## src/rtl/adder_acc_pkg.sv

```systemverilog
// Shared definitions for the adder result accumulator: state encoding and fixed widths.
package adder_acc_pkg;

    typedef enum logic [1:0] {
        IDLE  = 2'd0,
        ACCUM = 2'd1,
        DONE  = 2'd2
    } state_e;

    localparam int OPERAND_W = 6;
    localparam int CNT_W     = 4;

endpackage

```

## src/rtl/acc_adder.sv

```systemverilog
// Unsigned ACC_W-bit adder returning the wrapped sum and the carry out of the top bit.
module acc_adder #(
    parameter int ACC_W = 8
) (
    input  logic [ACC_W-1:0] a_i,
    input  logic [ACC_W-1:0] b_i,
    output logic [ACC_W-1:0] sum_o,
    output logic             carry_o
);

    logic [ACC_W:0] full_sum;

    assign full_sum = {1'b0, a_i} + {1'b0, b_i};
    assign sum_o    = full_sum[ACC_W-1:0];
    assign carry_o  = full_sum[ACC_W];

endmodule

```

## src/rtl/adder_result_accumulator.sv

```systemverilog
// Accumulates NUM_OPS adder results ({carry, z}) into a frame total with sticky overflow,
// then presents the total on a valid/ready port until consumed.
module adder_result_accumulator
    import adder_acc_pkg::*;
#(
    parameter int NUM_OPS = 4,
    parameter int ACC_W   = 8
) (
    input  logic             clk,
    input  logic             rst_n,
    input  logic             clear,
    input  logic             in_valid,
    output logic             in_ready,
    input  logic [4:0]       in_z,
    input  logic             in_carry,
    output logic             out_valid,
    input  logic             out_ready,
    output logic [ACC_W-1:0] out_sum,
    output logic [3:0]       out_count,
    output logic             out_ovf
);

    localparam logic [CNT_W-1:0] LAST_CNT = CNT_W'(NUM_OPS);

    state_e             state_q, state_d;
    logic [ACC_W-1:0]   acc_q, acc_d;
    logic [CNT_W-1:0]   cnt_q, cnt_d;
    logic               ovf_q, ovf_d;

    logic [ACC_W-1:0]   operand;
    logic [ACC_W-1:0]   step_sum;
    logic               step_carry;
    logic [CNT_W-1:0]   cnt_inc;
    logic               accept;

    assign operand  = ACC_W'({in_carry, in_z});
    assign in_ready = (state_q != DONE) && !clear;
    assign accept   = in_valid && in_ready;
    assign cnt_inc  = cnt_q + 1'b1;

    acc_adder #(
        .ACC_W (ACC_W)
    ) u_acc_adder (
        .a_i     (acc_q),
        .b_i     (operand),
        .sum_o   (step_sum),
        .carry_o (step_carry)
    );

    always_comb begin
        state_d = state_q;
        acc_d   = acc_q;
        cnt_d   = cnt_q;
        ovf_d   = ovf_q;

        unique case (state_q)
            IDLE: begin
                if (accept) begin
                    acc_d   = operand;
                    cnt_d   = {{(CNT_W-1){1'b0}}, 1'b1};
                    ovf_d   = 1'b0;
                    state_d = ACCUM;
                end
            end
            ACCUM: begin
                if (accept) begin
                    acc_d = step_sum;
                    ovf_d = ovf_q | step_carry;
                    cnt_d = cnt_inc;
                    if (cnt_inc == LAST_CNT) begin
                        state_d = DONE;
                    end
                end
            end
            DONE: begin
                if (out_ready) begin
                    state_d = IDLE;
                    acc_d   = '0;
                    cnt_d   = '0;
                    ovf_d   = 1'b0;
                end
            end
            default: begin
                state_d = IDLE;
                acc_d   = '0;
                cnt_d   = '0;
                ovf_d   = 1'b0;
            end
        endcase

        // Abort wins over every transition above, including a pending DONE result.
        if (clear) begin
            state_d = IDLE;
            acc_d   = '0;
            cnt_d   = '0;
            ovf_d   = 1'b0;
        end
    end

    always_ff @(posedge clk or negedge rst_n) begin
        if (!rst_n) begin
            state_q <= IDLE;
            acc_q   <= '0;
            cnt_q   <= '0;
            ovf_q   <= 1'b0;
        end else begin
            state_q <= state_d;
            acc_q   <= acc_d;
            cnt_q   <= cnt_d;
            ovf_q   <= ovf_d;
        end
    end

    assign out_valid = (state_q == DONE);
    assign out_sum   = acc_q;
    assign out_count = cnt_q;
    assign out_ovf   = ovf_q;

endmodule

```

## config.mk

```make
export PLATFORM = sky130hd
export DESIGN_NAME = adder_result_accumulator
export DESIGN_NICKNAME = d
export VERILOG_FILES = /design/src/rtl/adder_acc_pkg.sv /design/src/rtl/acc_adder.sv /design/src/rtl/adder_result_accumulator.sv
export SDC_FILE = /design/constraint.sdc
export NUM_CORES = 1
export LEC_CHECK = 0
export ABC_AREA = 1
export CAP_MARGIN = 5
export CORE_AREA = 2 2 53 55
export CTS_BUF_LIST = sky130_fd_sc_hd__clkbuf_8 sky130_fd_sc_hd__clkbuf_16
export DETAILED_ROUTE_END_ITERATION = 8
export DIE_AREA = 0 0 55 57
export PLACE_DENSITY = 0.83
export SYNTH_ARGS = -nofsm -noshare
export SYNTH_HDL_FRONTEND = slang
export SYNTH_SLANG_ARGS = --single-unit
export TNS_END_PERCENT = 30
```

## constraint.sdc

```tcl
create_clock -name clk -period 1.6 [get_ports clk]
set_input_delay 0.32 -clock clk [delete_from_list [all_inputs] [get_ports clk]]
set_output_delay 0.32 -clock clk [all_outputs]
set_load 0.005 [all_outputs]
```

# --- Word-level counts from Yosys, hierarchy flattened ---
# Index checks and enable logic that the tools add are counted.
# Widths: inputs -> output; s select.
word_totals:
  reg_bits: 15
  wordCells: 42
  in_bits: 11
  out_inout_bits: 15
classes:
  n_reduce_logical: 6
  add_sub_neg: 2
  bitwise: 1
  n_eq_ne: 8
  mux: 21
ops:
  columns: ["op", "count"]
  rows:
  - ["$mux 8", 4]
  - ["$pmux 8 s3", 1]
  - ["$mux 4", 4]
  - ["$pmux 4 s3", 1]
  - ["$mux 2", 5]
  - ["$add 8x6->9", 1]
  - ["$ne 3x3->1 const B", 3]
  - ["$pmux 2 s3", 1]
  - ["$add 4x1->4 const B", 1]
  - ["$eq 4x3->1 const B", 1]
  - ["$mux 1", 4]
  - ["$reduce_and 4->1", 1]
  - ["$ne 3x2->1 const B", 1]
  - ["$pmux 1 s3", 1]
  - ["$reduce_and 3->1", 1]
  - ["$eq 2x1->1 const B", 1]
  - ["$eq 2x2->1 const B", 1]
  - ["$logic_and 1x1->1", 2]
  - ["$logic_not 2->1", 1]
  - ["$ne 2x2->1 const B", 1]
  - ["$logic_not 1->1", 1]
  - ["$or 1x1->1", 1]

# --- Logic depth before layout (Yosys ltp) ---
# Gate-level depths: netlist of the first run.
logic_depth:
  depth_word: 6
  ltp_mapped: 10
  mapped_depth_nobuf: 10

# --- Hierarchy ---
# A second synthesis of the first run with hierarchy kept.
hier_totals:
  hier_cells: 159
  area_unflattened_um2: 1241.2
modules_own_cells:
  columns: ["mod", "cells_per_inst", "area_each_um2", "seq_area_each_um2", "n_inst"]
  rows:
  - ["adder_result_accumulator", 100, 864.6, 375.4, 1]
  - ["acc_adder", 59, 376.6, 0.0, 1]

# --- Worst setup path before layout of the first run ---
# Ideal clock, no wire load.
synth_path:
  path_type: "register -> register"
  start: "register acc_q[0] (netlist: out_sum[0])"
  end: "register acc_q[2] (netlist: out_sum[2])"
  required_ps: 1483
  synth_period_minus_slack_ps: 1710
  path_stages_with_launch: 7
  setup_time_ps: 117
  t_arrival_ps: 1594
  path_slack_ps: -110
  n_path_buf: 0
  path_cell_list: "dfrtp_1 ha_1 fa_1 or2_2 a32o_1 nand2_1 nand2_1"
synth_between:
  elab_chain_len: 4
synth_rtl:
  columns: ["item", "line_no", "rtl"]
  rows:
  - ["from (decl)", "adder_result_accumulator.sv:26", "logic [ACC_W-1:0] acc_q, acc_d;"]
  - ["from (signal assigned)", "adder_result_accumulator.sv:103", "acc_q <= '0;"]
  - ["from (signal assigned)", "adder_result_accumulator.sv:108", "acc_q <= acc_d;"]
  - ["$add 8x6->9", "acc_adder.sv:13", "assign full_sum = {1'b0, a_i} + {1'b0, b_i};"]
  - ["$mux 8", "adder_result_accumulator.sv:66", "if (accept) begin"]
  - ["$pmux 8 s3", "adder_result_accumulator.sv:56", "unique case (state_q)"]
  - ["$mux 8", "adder_result_accumulator.sv:92", "if (clear) begin"]
# No other way between the ends. The select of a mux whose other input is x is not followed.
# A chain may end at the register's enable or synchronous reset.

# --- Final worst setup path of the first run ---
# Ends and elaborated chain as after synthesis.

==> results of run 1 <==
-- cell type report --
type,count,share of cell area
multi-input cells,104,0.429
clock buffers,3,0.0262
repair buffers,40,0.239
flip-flops and latches,15,0.240
inverters,16,0.0389
well taps,31,0.0246
clock inverters,1,0.00238
-- registers in the layout, indices dropped and copies added, names as in the netlist --
name,flops
out_ovf,1
out_sum,8
out_count,4
state_q,2
-- worst max path at each step --
stage,depth (start not counted),startpoint,to,slack [ns]
floorplan,6,out_sum[0],out_sum[2],-0.02
global placement,7,in_z[0],out_sum[2],-0.40
detailed placement,7,in_z[0],out_sum[2],-0.46
CTS,6,out_sum[0],out_sum[2],-0.03
global route,6,out_sum[0],out_sum[2],-0.10
finish,6,out_sum[0],out_sum[2],-0.03
-- critical path: stages (launching register included) --
cell	delay, ns
dfrtp_1	0.39
ha_2	0.21
fa_2	0.39
or2_4	0.23
a32o_1	0.21
nand2_1	0.05
nand2_1	0.04
-- cells in the final DEF, fill, tap and decap left out, types with 4 or more instances in the layout --
master            n
dfrtp_1          12
nand3_1          14
nor2_1            7
a21oi_1           8
buf_4            14
dlygate4sd2_1     5
nand2_2          11
nand2_1          33
clkdlybuf4s50_1  17
ha_4              4
inv_1            15
-- metrics by stage --
step                      utilization  total power (W)
after floorplan                     -         0.000680
after global placement          0.563         0.000864
after detailed placement        0.563         0.000885
after CTS                       0.593          0.00121
after global routing            0.603          0.00130
final                           0.603          0.00122
-- logic make-up (layout without fill, tap and decap cells) --
| family | after synthesis | after routing |
|---|---|---|
| AO/OA/AOI/OAI | 21 | 21 |
| XOR/XNOR | 3 | 3 |
| adder cells (fa/ha/maj) | 9 | 9 |
| buffers and inverters | 17 | 60 |
| flip-flops | 15 | 15 |
| AND/OR/NAND/NOR | 71 | 71 |
-- power breakdown --
part           switching, W  internal [W]
logic              0.000218      0.000240
clock network      0.000128      0.000170
registers         0.0000491      0.000414
total              0.000395      0.000823
-- metal layers --
metal / vias up / routed length [um]
li1: 533 / -
met5: - / 0
met1: 483 / 1260
met4: 0 / 27
met2: 31 / 1410
met3: 4 / 87
-- timing repair --
| item | 4_1_cts | 5_1_grt |
|---|---|---|
| setup endpoints to repair | 8 | 8 |
| cloned | 0 | 0 |
| pin swaps | 5 | 5 |
| resized for setup | 12 | 7 |
| buffers inserted | 0 | 0 |
| hold endpoints to repair | 0 | 0 |
==> summary.txt, run 1 <==
Worst setup path
  – Critical setup path kind: reg2reg
  – Reg2reg path depth: 6
  – Worst Path Required: 1.74 ns
  – Arr. time, crit path: 1.77 ns
  – Startpoint types: register
  – Crit. End Element: register
  – Critical R2R Capture: out_sum[2]
  – CP max FO: 4
  – Reg-to-reg slack, setup: -0.03 ns
  – Worst R2R Start: out_sum[0]

Clocking
  – H-tree levels: 1
  – Root Driver: clkbuf_8
  – Clk buf depth: 2
  – Skew-Pair Late Insertion Delay: 0.25 ns
  – Hold Buf Count CTS: 0
  – Clock transition at path regs: 0.06 ns
  – TritonCTS Buffers: 3
  – CTS tree: yes
  – # clock sinks: 15

Yosys
  – Yosys warning total: 0
  – Simple-gate share of the synthesized area: 0.313
  – Synth top area cells: dfrtp_1 (35%), nand2_1 (12%), ha_1 (9.4%)
  – Largest family of logic cells by synthesized area: simple AND/OR/NAND/NOR gates
  – Mux share of post-synthesis cell area: 0
  – Yosys top cell by area: dfrtp_1
  – Yosys cell types: 25
  – Cell Area, Synth: 1070 um2
  – Post-synth EDFFs: 0
  – Cells after synthesis: 136
  – Yosys top cell area share: 0.352
  – Fraction of registers with async set/reset: 1.00
  – Synth Flop Type: dfrtp_1
  – Top post-synthesis cells by count: nand2_1 (34), dfrtp_1 (15), inv_1 (15)
  – Synth Area in Adders: 0.113
  – Yosys reg bits: 15
  – Top-count cell post-synth: nand2_1
  – Post-Syn Area per Cell: 7.85 um2
  – Synth Net Count: 156
  – Fraction of synthesized cell area in xor and xnor cells: 0.0246
  – Seq/Total Area, Yosys: 0.352
  – Synth Area in Compound Gates: 0.127

STA
  – Fmax: 614 MHz
  – Final critical-path required period: 1.63 ns
  – Setup Skew: 0.00341 ns
  – Rel. slew slack: 0.750
  – Final worst path period share: 1.02
  – Setup WS post-layout: -0.0290 ns
  – WHS: 0.381 ns
  – RSZ-0062 raised after global routing: true
  – Final hold viol count: 0
  – Setup TNS: -0.0545 ns
  – Setup-failing EPs final: 2
  – Slew Limit Fails: 0
  – Least-Margin Pin Slew: 0.374 ns

GRT
  – M3 GR Usage: 0.0262
  – GRT Total Usage: 0.207
  – Met1 Use GR: 0.262
  – Number of global-route vias before repair: 1089
  – Congestion Overflow GR: 0
  – Grt peak-use layer: met2
  – Global-route wire length before repair: 4720 um
  – Initial antenna violation count: 0
  – Met2 Usage GRT: 0.350
  – Pin count of the biggest net entering global routing: 16

Detailed routing
  – WL per Instance: 13.3 um
  – Via-per-instance ratio: 5.00
  – Routed via count: 1051
  – DRT Wirelength: 2790 um
  – Initial drt markers: 18
  – DR pass1 iterations: 4
  – Antenna viol nets, final: 0
  – Post-route DRC: 0

Die
  – Site Rows: 19
  – Starting Density: 0.408
  – Io pins: 26
  – Die Wd: 55 um
  – Die Span Y: 57 um
  – Die area: 3140 um2
  – Core Region: 2620 um2

Status
  – Failing checks: negative setup slack
  – Outcome: complete, but fails checks

Finish
  – Layout Nets: 200
  – Area Growth Syn to Fin: 47.7%
  – Share of cells above drive strength 1: 0.263
  – Fillers: 234
  – Final std cells w/o fill: 210
  – Area of the multi-input gates: 676 um2
  – FF/Latch Area: 379 um2
  – Fin area: 1580 um2
  – Ant. Diodes: 0

Flow run
  – Max Cap Viol: 0

Placement
  – Post-placement cell area: 1470 um2
  – GPL Wtd Cong: 0.898
  – Detailed Place HPWL: 2030 um
  – Cell count after placement: 206
  – Pre-CTS setup slack: -0.463 ns
  – Port Buffers: 25

Pwr
  – LEAKAGE: 0.793 nW
  – Worst VDD drop: 0.531 mV
  – Pwr Density: 773 nW/um2

Worst hold path
  – Worst Hold Class: in2async
(Power assumes the default switching activity.)
==> inputs of run 2 (changes only) <==
--- a/config.mk
+++ b/config.mk
@@ -5,13 +5,13 @@
 export SDC_FILE = /design/constraint.sdc
 export NUM_CORES = 1
 export LEC_CHECK = 0
-export ABC_AREA = 1
+export ABC_AREA = 0
 export CAP_MARGIN = 5
 export CORE_AREA = 2 2 53 55
 export CTS_BUF_LIST = sky130_fd_sc_hd__clkbuf_8 sky130_fd_sc_hd__clkbuf_16
 export DETAILED_ROUTE_END_ITERATION = 8
 export DIE_AREA = 0 0 55 57
-export PLACE_DENSITY = 0.83
+export PLACE_DENSITY = 0.82
 export SYNTH_ARGS = -nofsm -noshare
 export SYNTH_HDL_FRONTEND = slang
 export SYNTH_SLANG_ARGS = --single-unit
==> run 2 against run 1 <==
The run still ends with negative setup slack left. Maximum frequency down 6.2%. Sequential share of layout area decreased by 1.1 points. Sequential cell count is the same. Clock-buffer cell count unchanged. Synthesized cell count is 18% lower. Power decreased by 8.7%. Non-clock buffer count is 13 higher. Cell count shrank 6.7%. Register-to-register slack lost 0.11 ns. Sequential power shrank 8.9%. First-iteration DRC count up 5.6%. Critical endpoint is now out_sum[6]. Largest cell class unchanged. Largest power group unchanged.
==> summary.txt, run 2 <==
Placement
  – Detailed Place HPWL: 2160 um (+6.4%)
  – Port Buffers: 25 (unchanged)
  – GPL Wtd Cong: 0.837 (-6.8%)
  – Post-placement cell area: 1510 um2 (+2.5%)

Worst setup path
  – Crit. End Element: register
  – Worst R2R Start: out_sum[0]
  – Reg2reg path depth: 6 (unchanged)
  – Startpoint types: register
  – Arr. time, crit path: 1.87 ns (+0.10 ns)
  – Critical R2R Capture: out_sum[6]
  – Critical setup path kind: reg2reg
  – Reg-to-reg slack, setup: -0.14 ns (-0.11 ns)
  – Worst Path Required: 1.74 ns (about the same)
  – CP max FO: 3 (-1)

Worst hold path
  – Worst Hold Class: in2async

Yosys
  – Yosys reg bits: 15 (unchanged)
  – Top-count cell post-synth: dfrtp_1
  – Yosys top cell by area: dfrtp_1
  – Yosys top cell area share: 0.360 (+0.00801)
  – Yosys cell types: 42 (+68%)
  – Fraction of registers with async set/reset: 1.00 (unchanged)
  – Cell Area, Synth: 1040 um2 (-2.2%)
  – Synth top area cells: dfrtp_1 (36%), ha_1 (9.6%), o21ai_0 (5.3%)
  – Seq/Total Area, Yosys: 0.360 (+0.00801)
  – Synth Flop Type: dfrtp_1
  – Synth Net Count: 131 (-16%)
  – Top post-synthesis cells by count: dfrtp_1 (15), o21ai_0 (11), nand2_1 (10)
  – Post-Syn Area per Cell: 9.40 um2 (+20%)
  – Post-synth EDFFs: 0 (unchanged)
  – Cells after synthesis: 111 (-18%)
  – Yosys warning total: 0 (unchanged)

Detailed routing
  – Initial drt markers: 19 (+1)
  – Max Used Layer: met4
  – DR WL met2: 1480 um (+4.5%)
  – Antenna viol nets, final: 0 (unchanged)
  – WL per Instance: 15.2 um (+15%)
  – DR pass1 iterations: 4 (unchanged)
  – Routed via count: 1109 (+5.5%)
  – Via-per-instance ratio: 5.66 (+13%)
  – Met3 WL: 162 um (+86%)
  – Routed length on met1: 1240 um (-1.4%)
  – Post-route DRC: 0 (unchanged)
  – DRT Wirelength: 2980 um (+7.1%)

STA
  – Final worst path period share: 1.09 (+0.0674)
  – RSZ-0062 raised after global routing: true
  – Least-Margin Pin Slew: 0.298 ns (-0.0757 ns)
  – Setup-failing EPs final: 4 (+2)
  – Fmax: 576 MHz (-6.2%)
  – Setup TNS: -0.302 ns (-0.248 ns)
  – Final critical-path required period: 1.74 ns (+0.108 ns)
  – Slew Limit Fails: 0 (unchanged)
  – Final hold viol count: 0 (unchanged)
  – Setup WS post-layout: -0.137 ns (-0.108 ns)
  – Setup Skew: 0.00345 ns (+0.0000403 ns)
  – Rel. slew slack: 0.801 (+0.0511)

Finish
  – Fin area: 1640 um2 (+4.1%)
  – Number of flip-flops in the largest register: 8 (unchanged)
  – Leading cell type in the layout, fill and taps excluded: buf_4
  – Layout Nets: 186 (-7.0%)
  – Leading cell types in the layout, fill and taps excluded: buf_4 (25), clkdlybuf4s50_1 (16), dfrtp_1 (14)
  – Share of cells above drive strength 1: 0.309 (+0.0465)
  – Ant. Diodes: 0 (unchanged)
  – Area Growth Syn to Fin: 57.3%
  – Fin util: 0.628 (+0.0249)

Pwr
  – Worst VDD drop: 0.565 mV (+6.5%)
  – Int Power: 0.000776 W (-5.8%)
  – LEAKAGE: 0.781 nW (-1.6%)
  – Switching share of power: 0.302 (-0.0217)
  – Pwr Density: 678 nW/um2 (-12%)
  – Clock Power Share: 0.276 (+0.032)
  – Net switching power: 0.000336 W (-15%)
  – Sequential power share: 0.379 (about the same)
  – Combinational Power Share: 0.345 (-0.031)

Die
  – Site Rows: 19 (unchanged)
  – Die area: 3140 um2 (unchanged)
  – Starting Density: 0.399 (-0.00909)
  – Core Region: 2620 um2 (unchanged)
  – Io pins: 26 (unchanged)
  – Die Span Y: 57 um (unchanged)
  – Die Wd: 55 um (unchanged)

Status
  – Outcome: complete, but fails checks
  – Failing checks: negative setup slack

GRT
  – Global-route wire length before repair: 4850 um (+2.8%)
  – Number of global-route vias before repair: 1089 (unchanged)
  – Initial antenna violation count: 0 (unchanged)
  – Pin count of the biggest net entering global routing: 16 (unchanged)
  – Congestion Overflow GR: 0 (unchanged)
  – GRT Total Usage: 0.209 (+0.00208)

Clocking
  – H-tree levels: 1 (unchanged)
  – TritonCTS Buffers: 3 (unchanged)
  – # clock sinks: 15 (unchanged)
  – Skew-Pair Late Insertion Delay: 0.25 ns (about the same)
  – Clock transition at path regs: 0.06 ns (about the same)
  – CTS tree: yes
  – Clk buf depth: 2 (unchanged)
  – Hold Buf Count CTS: 0 (unchanged)
  – Root Driver: clkbuf_8

Flow run
  – Max Cap Viol: 0 (unchanged)
==> run 2: cells by family after synthesis <==
| family | after synthesis | share of synthesized area |
|---|---|---|
| AOI/OAI and AO/OA | 42 | 0.269 |
| xor gates and xnor gates | 3 | 0.0252 |
| muxes | 2 | 0.0192 |
| DFF | 15 | 0.360 |
| buffers and inverters | 4 | 0.0252 |
| and+or+nand+nor | 36 | 0.187 |
| adders and majority gates | 9 | 0.115 |
==> run 2: power groups by stage <==
stage	combinational [W]	sequential [W]	clock (W)
after floorplan	0.000165	0.000427	0
after global placement	0.000326	0.000424	0
after detailed placement	0.000338	0.000425	0
after CTS	0.000364	0.000421	0.000308
after global routing	0.000420	0.000424	0.000324
final	0.000383	0.000422	0.000307
==> run 2: worst max path at each step <==
stage / slack, ns / from / end
after floorplan: -0.02 / out_sum[0] / out_sum[4]
after global placement: -0.46 / in_z[1] / out_sum[5]
after detailed placement: -0.51 / in_z[0] / out_sum[4]
after CTS: -0.16 / out_sum[0] / out_ovf
after global routing: -0.19 / out_sum[0] / out_ovf
final: -0.14 / out_sum[0] / out_sum[6]
==> run 2: timing repair <==
| item | 4_1_cts | 5_1_grt |
|---|---|---|
| setup endpoints to repair | 13 | 15 |
| setup buffers | 2 | 1 |
| resized for setup | 21 | 10 |
| pin swaps | 11 | 10 |
==> run 2: routing by layer <==
layer | GRT usage | vias to the layer above
li1 | - | 521
met4 | 0.0836 | 0
met2 | 0.344 | 41
met1 | 0.277 | 536
met5 | 0 | -
met3 | 0.0209 | 11
==> run 2: per-stage QoR <==
step	instances	hold slack, ns	total power (W)	setup WS [ns]
floorplan	111	0.0244	0.000592	-0.0198
global placement	189	0.496	0.000750	-0.463
detailed placement	189	0.503	0.000763	-0.514
CTS	195	0.389	0.00109	-0.159
global route	196	0.412	0.00117	-0.194
finish	196	0.379	0.00111	-0.137
==> run 2: layout make-up <==
type / count / area, um2
Inverter: 1 / 3.75
Clock buffer: 3 / 41.3
Sequential cell: 15 / 377
Timing Repair Buffer: 53 / 468
Clock inverter: 1 / 3.75
Fill cell: 228 / 973
Tap cell: 31 / 38.8
Multi-Input combinational cell: 92 / 709
==> run 2: critical path: stages, from the launching register on <==
cell	delay, ns
dfrtp_1	0.40
ha_2	0.19
fa_2	0.36
a211oi_2	0.26
o21bai_1	0.15
a21oi_2	0.18
o2bb2ai_1	0.09
